## src/rtl/ual_arbiter.sv

```systemverilog
// Two-port arbiter sharing one combinational UAL: accepts one operation at a time,
// drives the UAL from registered operands and returns S/flag to the requesting port.
module ual_arbiter #(
  parameter int W          = 16,
  parameter int OPW        = 5,
  parameter int FLW        = 5,
  parameter bit FIXED_PRIO = 1'b0
) (
  input  logic           clk_i,
  input  logic           rst_ni,
  input  logic           req0_valid_i,
  output logic           req0_ready_o,
  input  logic [W-1:0]   req0_a_i,
  input  logic [W-1:0]   req0_b_i,
  input  logic [OPW-1:0] req0_op_i,
  input  logic           req1_valid_i,
  output logic           req1_ready_o,
  input  logic [W-1:0]   req1_a_i,
  input  logic [W-1:0]   req1_b_i,
  input  logic [OPW-1:0] req1_op_i,
  output logic           rsp0_valid_o,
  input  logic           rsp0_ready_i,
  output logic [W-1:0]   rsp0_s_o,
  output logic [FLW-1:0] rsp0_flag_o,
  output logic           rsp1_valid_o,
  input  logic           rsp1_ready_i,
  output logic [W-1:0]   rsp1_s_o,
  output logic [FLW-1:0] rsp1_flag_o,
  output logic [W-1:0]   alu_a_o,
  output logic [W-1:0]   alu_b_o,
  output logic [OPW-1:0] alu_op_o,
  input  logic [W-1:0]   alu_s_i,
  input  logic [FLW-1:0] alu_flag_i
);

  typedef enum logic [1:0] {IDLE, ISSUE, RESP} state_e;

  state_e         state_q, state_d;
  logic           lastGrant_q, lastGrant_d;
  logic           owner_q, owner_d;
  logic [W-1:0]   aluA_q, aluA_d, aluB_q, aluB_d;
  logic [OPW-1:0] aluOp_q, aluOp_d;
  logic [W-1:0]   rsp0S_q, rsp0S_d, rsp1S_q, rsp1S_d;
  logic [FLW-1:0] rsp0Flag_q, rsp0Flag_d, rsp1Flag_q, rsp1Flag_d;
  logic           pick1, acc0, acc1, rspHs;

  // Round-robin favours port 1 only when port 0 was granted last.
  assign pick1 = FIXED_PRIO ? 1'b0 : (lastGrant_q == 1'b0);
  assign acc0  = req0_valid_i & req0_ready_o;
  assign acc1  = req1_valid_i & req1_ready_o;
  assign rspHs = (state_q == RESP) & (owner_q ? rsp1_ready_i : rsp0_ready_i);

  always_ff @(posedge clk_i or negedge rst_ni) begin
    if (!rst_ni) begin
      state_q <= IDLE;
    end else begin
      state_q <= state_d;
    end
  end

  always_comb begin
    state_d = state_q;
    case (state_q)
      IDLE:    if (acc0 || acc1) state_d = ISSUE;
      ISSUE:   state_d = RESP;
      RESP:    if (rspHs) state_d = IDLE;
      default: state_d = IDLE;
    endcase
  end

  // Readys are gated by reset so every output reads zero while reset is held.
  always_comb begin
    req0_ready_o = 1'b0;
    req1_ready_o = 1'b0;
    rsp0_valid_o = 1'b0;
    rsp1_valid_o = 1'b0;
    if (state_q == IDLE && rst_ni) begin
      req0_ready_o = !(req1_valid_i && pick1);
      req1_ready_o = !req0_valid_i || pick1;
    end
    if (state_q == RESP) begin
      rsp0_valid_o = !owner_q;
      rsp1_valid_o = owner_q;
    end
  end

  always_comb begin
    lastGrant_d = lastGrant_q;
    owner_d     = owner_q;
    aluA_d      = aluA_q;
    aluB_d      = aluB_q;
    aluOp_d     = aluOp_q;
    rsp0S_d     = rsp0S_q;
    rsp0Flag_d  = rsp0Flag_q;
    rsp1S_d     = rsp1S_q;
    rsp1Flag_d  = rsp1Flag_q;
    if (acc0) begin
      aluA_d = req0_a_i; aluB_d = req0_b_i; aluOp_d = req0_op_i;
      owner_d = 1'b0; lastGrant_d = 1'b0;
    end else if (acc1) begin
      aluA_d = req1_a_i; aluB_d = req1_b_i; aluOp_d = req1_op_i;
      owner_d = 1'b1; lastGrant_d = 1'b1;
    end
    if (state_q == ISSUE) begin
      if (owner_q) begin
        rsp1S_d = alu_s_i; rsp1Flag_d = alu_flag_i;
      end else begin
        rsp0S_d = alu_s_i; rsp0Flag_d = alu_flag_i;
      end
    end
  end

  always_ff @(posedge clk_i or negedge rst_ni) begin
    if (!rst_ni) begin
      lastGrant_q <= 1'b1;
      owner_q     <= 1'b0;
      aluA_q      <= '0;
      aluB_q      <= '0;
      aluOp_q     <= '0;
      rsp0S_q     <= '0;
      rsp0Flag_q  <= '0;
      rsp1S_q     <= '0;
      rsp1Flag_q  <= '0;
    end else begin
      lastGrant_q <= lastGrant_d;
      owner_q     <= owner_d;
      aluA_q      <= aluA_d;
      aluB_q      <= aluB_d;
      aluOp_q     <= aluOp_d;
      rsp0S_q     <= rsp0S_d;
      rsp0Flag_q  <= rsp0Flag_d;
      rsp1S_q     <= rsp1S_d;
      rsp1Flag_q  <= rsp1Flag_d;
    end
  end

  assign alu_a_o     = aluA_q;
  assign alu_b_o     = aluB_q;
  assign alu_op_o    = aluOp_q;
  assign rsp0_s_o    = rsp0S_q;
  assign rsp0_flag_o = rsp0Flag_q;
  assign rsp1_s_o    = rsp1S_q;
  assign rsp1_flag_o = rsp1Flag_q;

endmodule

```

## config.mk

```make
export PLATFORM = sky130hd
export DESIGN_NAME = ual_arbiter
export DESIGN_NICKNAME = d
export VERILOG_FILES = /design/src/rtl/ual_arbiter.sv
export SDC_FILE = /design/constraint.sdc
export NUM_CORES = 1
export LEC_CHECK = 0
export CAP_MARGIN = 20
export CORE_MARGIN = 10
export CORE_UTILIZATION = 40
export DETAILED_ROUTE_END_ITERATION = 8
export PLACE_DENSITY = 0.81
export SLEW_MARGIN = 40
export SYNTH_ARGS = -nofsm -noshare
export SYNTH_HDL_FRONTEND = slang
export SYNTH_SLANG_ARGS = --single-unit
```

## constraint.sdc

```tcl
create_clock -name clk_i -period 4.24 [get_ports clk_i]
set_clock_uncertainty 0.1 [all_clocks]
set_input_delay 1.06 -clock clk_i [delete_from_list [all_inputs] [get_ports clk_i]]
set_output_delay 1.06 -clock clk_i [all_outputs]
set_load 0.01 [all_outputs]
```

==> summary.txt, run 1 <==
Place
  – Cell Area, Placed: 5761 µm²
  – Setup slack at placement: 0.7215 ns
  – Final HPWL DP: 9689 µm
  – DP Cell Count: 618
  – IO Port Bufs: 183
  – Routability cong.: 0.7958

CTS
  – Worst-path clk slew: 0.09 ns
  – CTS tree: done
  – Clk_lat worst skew: 0.33 ns
  – CTS H-tree lvls: 3
  – Cts bufs inserted: 9
  – Clock Sinks: 83
  – Clock Tree Buf Depth: 2
  – Postcts setup bufs: 0
  – PostCTS Resize Cnt: 0
  – CTS root buf: clkbuf_8
  – Hold_buf cts: 0

Global route
  – Gr busiest metal: met2
  – Met1 GRT Util: 21.66%
  – Met2 Use GR: 29.62%
  – Number of global-route vias before repair: 3789
  – GRT Total Usage: 18.27%
  – GRT overflow: 0
  – Met3 Resource Use GR: 7.578%
  – Global-route wire length before repair: 20880 µm
  – Initial antenna violation count: 0
  – Largest net degree at the start of global routing: 84

STA
  – Setup WS post-layout: 0.6956 ns
  – Final TNS setup: 0 ns
  – Slew at the pin closest to its max-slew limit: 0.7385 ns
  – Minimum clock period after layout: 3.544 ns
  – # setup viols final: 0
  – Slew headroom: 50.77%
  – RSZ-0062 raised after global routing: false
  – Crit share post-route: 83.59%
  – Fin. max-slew vios: 0
  – Highest achievable clock rate: 282.1 MHz
  – Final hold vios: 0

Logic synthesis
  – Synth Area in Adders: 0%
  – Syn_nets: 434
  – #FFs+latches synth: 83
  – Synth Area in Compound Gates: 19.97%
  – Synth top area share: 53.42%
  – Largest family of logic cells by synthesized area: compound AO/OA/AOI/OAI gates
  – Synth warn: 0
  – Synth area leader: dfrtp_1
  – Seq/Total Area, Yosys: 54.10%
  – Synth Area in Simple Gates: 8.274%
  – Synth area leaders: dfrtp_1 (53%), mux2_1 (12%), a31oi_1 (6.0%)
  – Mux cell area share after synthesis: 12.61%
  – Xor/xnor share of the synthesized area: 0%
  – Synth cell types: 26
  – Syn Inst Count: 333
  – Mean Syn Cell Area: 11.54 µm²
  – Cell Area, Synth: 3841 µm²

Setup path
  – CP Capture Type: primary output
  – Reg2Reg Setup Slack: 2.36 ns
  – FF-to-FF Start: state_q[1]
  – Worst-path cell chain: clkdlybuf4s50_1, a21oi_1, clkdlybuf4s50_1
  – Crit start category: input port
  – Reg2Reg Depth: 4
  – Crit path top cell by count: clkdlybuf4s50_1
  – CP max FO: 2
  – WP data arrival: 2.38 ns
  – Worst path max stage delay: 0.63 ns
  – CP max stage cell: clkdlybuf4s50_1
  – R2r endpoint: alu_b_o[0]
  – CP Class: in -> out
  – Crit path max-delay family: buffers and inverters
  – WP buf/inv: 2
  – Worst Path Required: 3.08 ns

Worst hold path
  – Hold depth: 1
  – HP Class: reg -> reg
  – Hold Startpoint: rsp0_flag_o[0]
  – Min-Delay Endpoint: rsp0_flag_o[0]

Floorplan
  – Die height: 118.0 µm
  – Rows: 35
  – Die width: 118.0 µm
  – Starting Density: 41.37%
  – IO Count: 184
  – Core area: 9284 µm²
  – Die area: 13920 µm²

Finish
  – Final Instance Count excl. Fillers: 633
  – Fillers: 760
  – Share of cells above drive strength 1: 9.325%
  – Design area: 5974 µm²
  – Area Growth Syn to Fin: 55.54%
  – Final nets: 601
  – Antenna cell count: 0

Detailed routing
  – Drc violations: 0
  – Via-per-instance ratio: 5.607
  – Total Wirelength: 13020 µm
  – WL per Instance: 20.57 µm
  – DR vias: 3549
  – Detailed Route Iter0 Violations: 231
  – Drt first pass iters: 5
  – Post-route ant nets: 0

Power
  – VDD IR max: 218.3 µV
  – Pwr/cell area: 656.2 nW/µm²
  – Total Power: 3920 µW
  – Static Leak: 0.002272 µW

Run
  – Max-Cap Viols: 0

Outcome
  – Status: complete, no violations
-- area by class of cell --
| class | count | area (µm²) | area share [%] |
|---|---|---|---|
| clock inverter | 6 | 90.09 | 1.508 |
| inverter | 2 | 7.507 | 0.1257 |
| tap | 129 | 161.4 | 2.702 |
| timing repair buffer | 195 | 1923 | 32.19 |
| clock buffer | 9 | 123.9 | 2.073 |
| multi-input combinational | 209 | 1590 | 26.62 |
| sequential | 83 | 2078 | 34.79 |
-- how the worst max path moves through the flow --
stage                 start      endpoint  slack [ns]  cells past startpoint
4_1_cts        req0_valid_i  req1_ready_o        0.69                      3
5_1_grt        req0_valid_i  req1_ready_o        0.64                      3
3_3_place_gp   req0_valid_i  req1_ready_o        0.73                      3
3_5_place_dp   req1_valid_i  req0_ready_o        0.72                      4
6_report       req0_valid_i  req1_ready_o        0.70                      3
2_1_floorplan        rst_ni  req0_ready_o        1.19                      4
-- registers in the layout, indices dropped and copies added (netlist names) --
register,cells
alu_a_o,16
rsp1_flag_o,5
alu_op_o,5
rsp0_flag_o,5
rsp0_s_o,16
state_q,2
lastGrant_q,1
alu_b_o,16
owner_q,1
rsp1_s_o,16
-- synth_stat cells (all sizes together) --
cell type / n
and2: 1
nand4: 37
nand2b: 3
dfstp: 1
or2: 2
nand2: 1
clkbuf: 16
buf: 23
a22o: 2
nor2b: 1
a21oi: 38
or3b: 1
mux2: 43
o21ai: 1
inv: 2
o31ai: 37
nor3b: 1
dfrtp: 82
a31oi: 37
nor2: 4
-- logic make-up after synthesis --
logic type             count (synthesis)
and+or+nand+nor                       51
DFF                                   83
buffers and inverters                 41
AOI/OAI and AO/OA                    115
muxes                                 43
-- cells in the final DEF, fill, tap and decap left out, drive strengths merged --
| cell | n |
|---|---|
| a21oi | 38 |
| a22o | 2 |
| a31oi | 37 |
| and2 | 1 |
| buf | 13 |
| bufinv | 2 |
| clkbuf | 9 |
| clkdlybuf4s50 | 182 |
| clkinv | 2 |
| clkinvlp | 1 |
| dfrtp | 82 |
| dfstp | 1 |
| inv | 3 |
| mux2 | 43 |
| nand2 | 1 |
| nand2b | 3 |
| nand4 | 37 |
| nor2 | 4 |
| nor2b | 1 |
| nor3b | 1 |
| o21ai | 1 |
| o31ai | 37 |
| or2 | 2 |
| or3b | 1 |
-- stage by stage --
stage | hold WS, ns | util, %
2_1_floorplan | 0.4288 | -
3_3_place_gp | 0.3669 | 61.95
3_5_place_dp | 0.3739 | 62.05
4_1_cts | 0.3926 | 64.35
5_1_grt | 0.4089 | 64.35
6_report | 0.3908 | 64.35
-- worst register-to-register path, cell delays in order, from the launching register on --
cell and delay (ns):
dfrtp_1 0.43, or3b_4 0.43, buf_4 0.28, o31ai_1 0.38, a31oi_1 0.14
-- report_power, final --
group | total, µW | leakage [µW] | internal, µW | switching [µW]
clock | 615 | 0.000106 | 331 | 284
combinational | 1890 | 0.00122 | 1040 | 849
sequential | 1420 | 0.000949 | 1190 | 232
-- metal layers --
layer  routed length [µm]  up-vias
li1                     -     1620
met1                 5469     1762
met2                 6160      151
met3                 1179       16
met4                  214        0
met5                    0        -
(Power assumes the default switching activity.)
==> inputs of run 2 (changes only) <==
clock period = 3.42 ns   (was 4.24 ns; I/O delays follow)
==> summary.txt, run 2 (same netlist as run 1, synthesis figures left out) <==
Outcome
  – Status: complete, no violations

Power
  – Static Leak: 0.002287 µW
  – Total Power: 4864 µW
  – VDD IR max: 292.4 µV
  – Pwr/cell area: 813.1 nW/µm²

Floorplan
  – Rows: 35
  – Core area: 9284 µm²
  – IO Count: 184
  – Die width: 118.0 µm
  – Die height: 118.0 µm
  – Starting Density: 41.37%
  – Die area: 13920 µm²

Global route
  – Number of global-route vias before repair: 3697
  – Largest net degree at the start of global routing: 75
  – GRT overflow: 0
  – Initial antenna violation count: 0
  – Global-route wire length before repair: 20900 µm
  – GRT Total Usage: 18.39%

Setup path
  – Crit start category: input port
  – Critical Path Start: req1_valid_i
  – CP Class: in -> out
  – Worst-path cell chain: clkdlybuf4s50_1, nor2b_4, nor2_1, clkdlybuf4s50_1
  – Worst Path Required: 2.46 ns
  – CP Capture Type: primary output
  – CP max FO: 4
  – FF-to-FF Start: lastGrant_q
  – Crit path top cell by count: clkdlybuf4s50_1
  – Reg2Reg Depth: 4
  – WP data arrival: 2.16 ns
  – Worst path max stage delay: 0.59 ns
  – CP max stage cell: clkdlybuf4s50_1

Detailed routing
  – Via-per-instance ratio: 5.532
  – Detailed Route Iter0 Violations: 253
  – DR vias: 3513
  – Total Wirelength: 13090 µm
  – WL per Instance: 20.61 µm
  – Post-route ant nets: 0
  – Drt first pass iters: 4
  – Drc violations: 0

Place
  – Routability cong.: 0.7804
  – Cell Area, Placed: 5771 µm²
  – DP Cell Count: 620
  – Final HPWL DP: 9753 µm
  – IO Port Bufs: 183

Run
  – Max-Cap Viols: 0

Finish
  – Final Instance Count excl. Fillers: 635
  – Share of cells above drive strength 1: 9.684%
  – Area Growth Syn to Fin: 55.73%
  – Design area: 5982 µm²
  – Final nets: 603
  – Antenna cell count: 0
  – Most frequent cells in the layout: clkdlybuf4s50_1 (182), dfrtp_1 (82), mux2_1 (40), a21oi_1 (38)
  – Commonest non-fill, non-tap cell in the layout: clkdlybuf4s50_1

STA
  – Fin. max-slew vios: 0
  – Highest achievable clock rate: 320.6 MHz
  – Slew headroom: 50.41%
  – Final TNS setup: 0 ns
  – Minimum clock period after layout: 3.119 ns
  – # setup viols final: 0
  – Crit share post-route: 91.21%
  – Final hold slack: 0.3487 ns
  – RSZ-0062 raised after global routing: false
  – Final hold vios: 0
  – Slew at the pin closest to its max-slew limit: 0.7428 ns

Worst hold path
  – HP Class: in -> async

CTS
  – CTS H-tree lvls: 3
  – CTS tree: done
  – Clock Tree Buf Depth: 2
  – CTS root buf: clkbuf_8
  – Clock Sinks: 83
  – Hold_buf cts: 0
  – Postcts setup bufs: 0
  – Clk_lat worst skew: 0.33 ns
  – Worst-path clk slew: 0.09 ns
  – Cts bufs inserted: 9
  – PostCTS Resize Cnt: 0
[run 2: cell count changes in the layout (fill, tap and decap cells not counted)]
cell / previous run / this run
nor2_4: 1 / 0
inv_6: 1 / 2
buf_4: 12 / 14
clkinvlp_4: 1 / 0
clkinv_2: 1 / 2
clkinv_4: 1 / 0
nor2_2: 0 / 1
[run 2: final cells by class]
class	count	area, µm²
Multi-Input combinational cell	209	1585
Inverter	2	7.507
Sequential cell	83	2078
Tap cell	129	161.4
Clock buffer	9	123.9
Timing Repair Buffer	197	1938
Fill cell	768	3302
Clock inverter	6	87.58
[run 2: power by group]
group          total, µW  internal (µW)  leakage, µW  switching (µW)
sequential          1740           1470     0.000949             271
clock                762            410     0.000110             352
combinational       2360           1290      0.00123            1070
total               4860           3170      0.00229            1690
[run 2: per-layer routing]
layer / part of all wire (%) / track usage [%] / routed length (µm) / up-vias
met5: 0 / 0 / 0 / -
met4: 1.9 / 5.951 / 251 / 0
met3: 8.7 / 6.427 / 1144 / 18
met2: 47 / 29.30 / 6146 / 176
met1: 42 / 22.71 / 5544 / 1693
li1: - / - / - / 1626
[run 2: critical path: cells and delay by family]
kind	cells	cell delay (ns)
simple gates	2	0.24
buf+inv	2	1.07
[run 2: metrics by stage]
stage | util (%) | worst slack [ns]
after floorplan | - | 0.7815
after global placement | 62.12 | 0.2801
after detailed placement | 62.16 | 0.2591
after CTS | 64.43 | 0.2880
after global routing | 64.43 | 0.2484
final | 64.43 | 0.3007
[run 2: final timing paths]
| check | to | slack, ns |
|---|---|---|
| worst max-delay path | req0_ready_o | 0.30 |
| worst min-delay path | rsp0_s_o[9] | 0.35 |
| worst max register to register | alu_a_o[0] | 1.48 |
| worst min register to register | rsp0_flag_o[1] | 0.39 |
| max in group asynchronous | rsp1_flag_o[3] | 1.99 |
| min in group clk_i | rsp0_flag_o[1] | 0.39 |
==> inputs of run 3 (changes only) <==
CORE_UTILIZATION = 41   (was 40)
PLACE_DENSITY = 0.83   (was 0.81)
==> summary.txt, run 3 (same netlist as run 1, synthesis figures left out) <==
Global route
  – Largest net degree at the start of global routing: 84
  – Initial antenna violation count: 0
  – GRT overflow: 0
  – GRT Total Usage: 18.74%
  – Global-route wire length before repair: 20150 µm
  – Number of global-route vias before repair: 3752

Setup path
  – CP max FO: 7
  – Worst Path Required: 2.46 ns
  – Crit path max-delay family: buffers and inverters
  – Worst-path cell chain: buf_4, or3b_4, a21oi_1, clkdlybuf4s50_1
  – Worst path depth: 4
  – CP max stage cell: clkdlybuf4s50_1
  – WP buf/inv: 2
  – Reg2Reg Setup Slack: 1.61 ns
  – WP data arrival: 2.16 ns
  – Reg2Reg Depth: 4
  – Worst path max stage delay: 0.60 ns
  – FF-to-FF Start: state_q[1]
  – R2r endpoint: alu_b_o[5]
  – Crit start category: input port
  – CP Capture Type: primary output
  – CP Class: in -> out

CTS
  – Clk_lat worst skew: 0.34 ns
  – Clock Tree Buf Depth: 2
  – Worst-path clk slew: 0.08 ns
  – Postcts setup bufs: 0
  – Cts bufs inserted: 9
  – Hold_buf cts: 0
  – CTS root buf: clkbuf_8
  – CTS tree: done
  – Clock Sinks: 83
  – CTS H-tree lvls: 3
  – PostCTS Resize Cnt: 0

Worst hold path
  – HP Class: reg -> reg
  – Min-Delay Endpoint: rsp0_s_o[0]
  – Hold depth: 1
  – Hold Startpoint: rsp0_s_o[0]

Finish
  – Antenna cell count: 0
  – Area Growth Syn to Fin: 54.76%
  – Multi-input logic area: 1585 µm²
  – Final nets: 600
  – Commonest non-fill, non-tap cell in the layout: clkdlybuf4s50_1
  – Fillers: 712
  – Sequential cell area: 2078 µm²
  – Most frequent cells in the layout: clkdlybuf4s50_1 (182), dfrtp_1 (82), mux2_1 (40), a21oi_1 (38)
  – Share of cells above drive strength 1: 9.325%

STA
  – RSZ-0062 raised after global routing: false
  – Slew at the pin closest to its max-slew limit: 0.7455 ns
  – # setup viols final: 0
  – Highest achievable clock rate: 320.8 MHz
  – Final TNS setup: 0 ns
  – Crit share post-route: 91.14%
  – Setup WS post-layout: 0.3031 ns
  – Slew headroom: 50.30%
  – Fin. max-slew vios: 0
  – Minimum clock period after layout: 3.117 ns
  – Final hold vios: 0

Detailed routing
  – DR vias: 3499
  – Detailed Route Iter0 Violations: 184
  – Post-route ant nets: 0
  – Total Wirelength: 13120 µm
  – Drc violations: 0
  – Drt first pass iters: 5
  – Via-per-instance ratio: 5.689
  – WL per Instance: 21.33 µm

Place
  – Routability cong.: 0.8083
  – Final HPWL DP: 9579 µm
  – Setup slack at placement: 0.1546 ns
  – IO Port Bufs: 183

Floorplan
  – Rows: 35
  – IO Count: 184
  – Core area: 9196 µm²
  – Die width: 116.8 µm
  – Starting Density: 41.77%
  – Die height: 116.8 µm
  – Die area: 13640 µm²

Outcome
  – Status: complete, no violations

Run
  – Max-Cap Viols: 0

Power
  – Pwr/cell area: 809.9 nW/µm²
  – Static Leak: 0.002266 µW
  – VDD IR max: 346.9 µV
-- run 3: power breakdown --
group          switching, µW  leakage [µW]  total [µW]  internal (µW)
sequential               295      0.000949        1760           1470
clock                    394     0.0000969         693            299
combinational           1060       0.00122        2360           1300
total                   1740       0.00227        4810           3070
-- run 3: worst max path at each step --
| stage | from | endpoint | slack (ns) |
|---|---|---|---|
| after global placement | req0_valid_i | alu_op_o[3] | 0.22 |
| after floorplan | rst_ni | req0_ready_o | 0.78 |
| final | rst_ni | req1_ready_o | 0.30 |
| after detailed placement | req0_valid_i | alu_b_o[6] | 0.15 |
| after global routing | rst_ni | req1_ready_o | 0.23 |
| after CTS | rst_ni | req1_ready_o | 0.29 |
-- run 3: worst register-to-register path, delay by kind of cell (launching register included) --
| kind | cells | cell delay (ns) |
|---|---|---|
| simple gates | 1 | 0.47 |
| flops | 1 | 0.45 |
| compound gates | 2 | 0.43 |
| buf+inv | 1 | 0.25 |
-- run 3: per-layer routing --
layer  vias up  wire length [µm]  track usage, %
met4         0               223           5.519
met2       156              6209           31.80
met1      1699              5363           22.00
li1       1627                 -               -
met5         -                 0               0
met3        17              1324           6.320
-- run 3: per-stage QoR --
stage | util (%) | cell area, µm² | instances | total power, µW | hold WS (ns)
after floorplan | - | 3841 | 333 | 2742 | 0.4288
after global placement | 62.49 | 5747 | 599 | 4071 | 0.3663
after detailed placement | 62.53 | 5751 | 599 | 4170 | 0.3751
after CTS | 64.64 | 5944 | 615 | 4866 | 0.3955
after global routing | 64.64 | 5944 | 615 | 5105 | 0.4210
final | 64.64 | 5944 | 615 | 4814 | 0.3897
-- run 3: layout make-up --
| type | count | share of cell area, % |
|---|---|---|
| tap | 111 | 2.336 |
| sequential | 83 | 34.96 |
| inverter | 2 | 0.1263 |
| clock buffer | 10 | 2.315 |
| multi-input combinational | 209 | 26.67 |
| timing repair buffer | 194 | 32.65 |
| clock inverter | 6 | 0.9472 |
